`src/rtl/flappy_pkg.sv`:
```
// Shared types and constants for the Flappy Bird game controller.
// Also holds the saturating two-digit BCD increment used for the score.
package flappy_pkg;

   typedef enum logic [1:0] {IDLE, PLAY, OVER} game_state_t;

   typedef logic [15:0] column_t;

   localparam int ROWS = 16;
   localparam int COLS = 16;

   // Two-digit BCD increment that sticks at 99.
   function automatic logic [7:0] bcd_inc_sat(input logic [7:0] bcd);
      logic [7:0] result;
      result = bcd;
      if (bcd == 8'h99) begin
         result = bcd;
      end else if (bcd[3:0] == 4'd9) begin
         result = {bcd[7:4] + 4'd1, 4'd0};
      end else begin
         result = {bcd[7:4], bcd[3:0] + 4'd1};
      end
      return result;
   endfunction

endpackage

```
`src/rtl/flappy_game_ctrl_tick_gen.sv`:
```
// Free-running modulo-DIV counter; tick marks the terminal count.
// The counter advances only while run is high and returns to zero on clear.
module tick_gen #(
   parameter int DIV = 8
) (
   input  logic clk,
   input  logic reset,
   input  logic clear,
   input  logic run,
   output logic tick
);

   localparam int W = (DIV > 1) ? $clog2(DIV) : 1;
   localparam logic [W-1:0] LAST = W'(DIV - 1);

   logic [W-1:0] cnt;

   always_ff @(posedge clk) begin
      if (reset || clear) begin
         cnt <= '0;
      end else if (run) begin
         if (cnt == LAST) begin
            cnt <= '0;
         end else begin
            cnt <= cnt + W'(1);
         end
      end
   end

   assign tick = (cnt == LAST);

endmodule

```
`src/rtl/flappy_game_ctrl.sv`:
```
// Game sequencer: paces the pattern generator, scrolls the pipe buffer,
// moves the bird and keeps a saturating BCD score.
module flappy_game_ctrl
   import flappy_pkg::*;
#(
   parameter int SCROLL_DIV = 8,
   parameter int FALL_DIV   = 12,
   parameter int FLAP_H     = 2,
   parameter int BIRD_COL   = 2,
   parameter int BIRD_START = 8
) (
   input  logic                clk,
   input  logic                reset,
   input  logic                start,
   input  logic                flap,
   input  column_t             pat_col,
   output logic                pat_enable,
   output logic                pat_reset,
   output column_t [COLS-1:0]  pipes,
   output logic [3:0]          bird_row,
   output logic [3:0]          score_tens,
   output logic [3:0]          score_ones,
   output logic                game_over
);

   game_state_t state, state_next;

   logic       scroll_tick;
   logic       fall_tick;
   logic       shift_pending;
   logic       clear_all;
   logic       playing;
   logic       hit;
   logic       floor_fall;
   logic [3:0] flap_row;
   logic [7:0] score;

   // Leaving OVER restores the idle values on the same edge that enters IDLE.
   assign clear_all  = (state == IDLE) || ((state == OVER) && start);
   assign playing    = (state == PLAY);
   assign hit        = pipes[BIRD_COL][bird_row];
   assign floor_fall = fall_tick && !flap && (bird_row == 4'd0);

   tick_gen #(.DIV(SCROLL_DIV)) u_scroll_tick (
      .clk   (clk),
      .reset (reset),
      .clear (clear_all),
      .run   (playing),
      .tick  (scroll_tick)
   );

   tick_gen #(.DIV(FALL_DIV)) u_fall_tick (
      .clk   (clk),
      .reset (reset),
      .clear (clear_all || (playing && flap)),
      .run   (playing),
      .tick  (fall_tick)
   );

   always_ff @(posedge clk) begin
      if (reset) begin
         state <= IDLE;
      end else begin
         state <= state_next;
      end
   end

   always_comb begin
      state_next = state;
      pat_enable = 1'b0;
      pat_reset  = reset;
      game_over  = 1'b0;
      case (state)
         IDLE: begin
            pat_reset = 1'b1;
            if (start) begin
               state_next = PLAY;
            end
         end
         PLAY: begin
            pat_enable = scroll_tick;
            if (hit || floor_fall) begin
               state_next = OVER;
            end
         end
         OVER: begin
            game_over = 1'b1;
            if (start) begin
               state_next = IDLE;
            end
         end
         default: begin
            state_next = IDLE;
         end
      endcase
   end

   always_comb begin
      flap_row = 4'd15;
      if (int'(bird_row) + FLAP_H < ROWS) begin
         flap_row = 4'(int'(bird_row) + FLAP_H);
      end
   end

   // Datapath only moves in PLAY; OVER freezes everything until restart.
   always_ff @(posedge clk) begin
      if (reset || clear_all) begin
         pipes         <= '0;
         bird_row      <= 4'(BIRD_START);
         score         <= 8'h00;
         shift_pending <= 1'b0;
      end else if (playing) begin
         shift_pending <= scroll_tick;
         if (shift_pending) begin
            pipes <= {pat_col, pipes[COLS-1:1]};
            if (pipes[BIRD_COL+1] != '0) begin
               score <= bcd_inc_sat(score);
            end
         end
         if (flap) begin
            bird_row <= flap_row;
         end else if (fall_tick && (bird_row != 4'd0)) begin
            bird_row <= bird_row - 4'd1;
         end
      end
   end

   assign score_tens = score[7:4];
   assign score_ones = score[3:0];

endmodule

```
`config.mk`:
```
export PLATFORM = sky130hd
export DESIGN_NAME = flappy_game_ctrl
export DESIGN_NICKNAME = d
export VERILOG_FILES = /design/src/rtl/flappy_pkg.sv /design/src/rtl/flappy_game_ctrl_tick_gen.sv /design/src/rtl/flappy_game_ctrl.sv
export SDC_FILE = /design/constraint.sdc
export NUM_CORES = 1
export LEC_CHECK = 0
export CORE_MARGIN = 8
export CORE_UTILIZATION = 48
export CTS_CLUSTER_SIZE = 14
export DETAILED_ROUTE_END_ITERATION = 7
export MAX_ROUTING_LAYER = met4
export PLACE_DENSITY = 0.8
export SYNTH_ARGS = -nofsm -noshare
export SYNTH_HDL_FRONTEND = slang
export SYNTH_SLANG_ARGS = --single-unit
```
`constraint.sdc`:
```
create_clock -name clk -period 2.7 [get_ports clk]
set_clock_uncertainty 0.05 [all_clocks]
set_input_delay 0.81 -clock clk [delete_from_list [all_inputs] [get_ports clk]]
set_output_delay 0.81 -clock clk [all_outputs]
set_load 0.02 [all_outputs]
```
==> impl_metrics.env <==
export IMPL_status="finished clean"
export IMPL_io_pins=291
export IMPL_dieArea_um2=26300
export IMPL_ys_async_sr_fraction_pct=0
export IMPL_p_sw_share_pct=21.6
export IMPL_overflow=0
export IMPL_post_route_period_util_pct=97.0
export IMPL_antenna_cells=0
export IMPL_arrival_ns=1.76
export IMPL_clkPwrFrac_pct=47.1
export IMPL_antenna_left=0
export IMPL_tns_ns=0
export IMPL_relSlewSlack_pct=52.1
export IMPL_synth_top_area_share_pct=54.2
export IMPL_cts_tree="built"
export IMPL_fmax_ghz=0.382
export IMPL_area_delta_synth_final_pct=39.6
export IMPL_grt_pass1_vias=9268
export IMPL_post_synth_num_cell_types=46
export IMPL_fill_cells=1707
export IMPL_final_cells=1835
export IMPL_drt_iter0_drc=731
export IMPL_core_rowCount=53
export IMPL_dr_pass1_iters=7
export IMPL_design_core_area_um2=21000
export IMPL_vias=9619
export IMPL_ys_flop_type="dfxtp_1"
export IMPL_ys_top_cells_by_area="dfxtp_1 (54%), nand2_1 (19%), a21oi_1 (13%), clkbuf_1 (2.2%), buf_4 (2.0%)"
export IMPL_maxCapViolations=0
export IMPL_finalPower_w=0.00847
export IMPL_irDropWorstVdd_uv=520
export IMPL_yosysTopAreaCell="dfxtp_1"
export IMPL_post_cts_buffers=0
export IMPL_combinationalPowerShare_pct=4.3
export IMPL_fin_util_pct=68.1
export IMPL_gp_congestion=0.828
export IMPL_netlist_top_cells_count="nand2_1 (528), dfxtp_1 (278), a21oi_1 (272), clkbuf_1 (59), buf_4 (28)"
export IMPL_htreeDepth=1
export IMPL_cts_inserted_buffers=28
export IMPL_synth_cells=1292
export IMPL_avgSynthCellArea_um2=7.94
export IMPL_nets=1567
export IMPL_yosys_warnings=0
export IMPL_min_path_type="reg2reg"
export IMPL_synth_net_count=1321
export IMPL_fp_dieW_um=162
export IMPL_synth_most_common_cell="nand2_1"
export IMPL_cts_buffer_depth=3
export IMPL_wl_per_cell_um=17.0
export IMPL_clk_pin_slew_ns=0.06
export IMPL_synth_seq_cells=278
export IMPL_worstSetupPathType="in2out"
export IMPL_cts_sinks=278
export IMPL_p_per_area_nw_per_um2=591
export IMPL_critPathRequiredTime_ns=1.84
export IMPL_routed_wl_um=31200
export IMPL_worst_pin_slew_ns=0.708
export IMPL_timing_final_crit_period_ns=2.62
export IMPL_drc_errors=0
export IMPL_grt_use_total_pct=23.1
export IMPL_antenna_found_initial=0
export IMPL_startpoint_type="input pin"
export IMPL_rsz0062_at_grt="no"
export IMPL_root_buffer="clkbuf_16"
export IMPL_syn_cell_area_um2=10300
export IMPL_start_util_pct=48.8
export IMPL_clock_latency_ns=0.53
export IMPL_finalSetupViolations=0
export IMPL_hold_viol_final=0
export IMPL_drive_gt1_share_pct=5.38
export IMPL_endpoint_kind="output port"
export IMPL_port_buffers=290
export IMPL_cell_internal_pwr_w=0.00664
export IMPL_p_switching_w=0.00183
export IMPL_place_hpwl_um=21700
export IMPL_grt_max_degree=108
export IMPL_power_leakage_nw=4.48
export IMPL_grt_pass1_wl_um=48700
export IMPL_viasPerCell=5.24
export IMPL_synth_edf_count=0
export IMPL_synth_seq_area_share_pct=54.2
export IMPL_path_max_fanout=2
export IMPL_maxSlewViolCount=0
export IMPL_p_seq_share_pct=48.6
export IMPL_placedCellCount=1783
export IMPL_hold_ws_ns=0.404
export IMPL_die_h_um=162
export IMPL_rrSetupSlack_ns=0.70
power groups by stage:
stage | sequential (W) | clock [W] | combinational, W
3_5_place_dp | 0.00421 | 0 | 0.000364
4_1_cts | 0.00412 | 0.00406 | 0.000363
2_1_floorplan | 0.00421 | 0 | 0.000215
5_1_grt | 0.00412 | 0.00425 | 0.000396
3_3_place_gp | 0.00421 | 0 | 0.000362
6_report | 0.00412 | 0.00399 | 0.000365
cell families (layout without fill, tap and decap cells):
group           Yosys count  in the layout  synth area share (%)
simple gates            586            586                  22.8
buf+inv                 105            373                  5.04
compound gates          306            306                  15.8
fa+ha+maj                 9              9                  1.10
flops                   278            278                  54.2
mux                       8              8                  1.02
worst max-delay path, cell delays in order:
cell             delay [ns]
clkdlybuf4s50_1        0.50
o21bai_1               0.12
clkdlybuf4s15_1        0.32
timing repair:
action	4_1_cts	5_1_grt
hold buffers	0	0
endpoints found under the setup margin	3	3
gates resized for setup	3	3
final timing paths:
check	from	to	depth (start not counted)
setup reg to reg	bird_row[1]	bird_row[2]	6
hold / removal	pipes[14]	pipes[14]	2
hold reg to reg	pipes[14]	pipes[14]	2
setup / recovery	reset	pat_reset	3
sequential cells by signal (all words and copies together), names as in the netlist:
| signal | count |
|---|---|
| state | 2 |
| u_fall_tick.cnt | 4 |
| u_scroll_tick.cnt | 3 |
| shift_pending | 1 |
| pipes | 256 |
| bird_row | 4 |
| score | 8 |
final cells by class:
| cell class | count | area [um^2] | area share [%] |
|---|---|---|---|
| clock buffers | 39 | 823 | 5.75 |
| inverters | 8 | 30.0 | 0.210 |
| repair buffers | 313 | 3220 | 22.5 |
| flip-flops and latches | 278 | 5570 | 38.9 |
| clock inverters | 13 | 143 | 0.996 |
| well taps | 275 | 344 | 2.40 |
| multi-input cells | 909 | 4190 | 29.3 |
through the flow:
| step | worst slack, ns | area [um^2] |
|---|---|---|
| finish | 0.0812 | 14300 |
| global route | 0.0222 | 14300 |
| CTS | 0.00624 | 14300 |
| detailed placement | -0.206 | 13400 |
| global placement | -0.188 | 13400 |
| floorplan | 0.655 | 10300 |
routing by layer:
layer  up-vias  track usage, %  routed length (um)
met4         0            8.46                1030
met2       347            36.8               14400
met1      4473            25.9               12300
met3        64            9.24                3460
li1       4735               -                   -
met5         -               -                   0
cell usage in the layout, fill, tap and decap left out, drive strengths merged, types with 4 or more instances in the layout:
master and instances:
nor2b 4, or4 4, o31ai 4, nor4 8
nor2 13, o21ai 9, mux2i 6, nand3 10
a21oi 273, buf 23, clkbuf 39, clkdlybuf4s50 287
dfxtp 278, nand2 528, ha 9, inv 8
clkinv 9
Power figures use the tool's default switching activity.
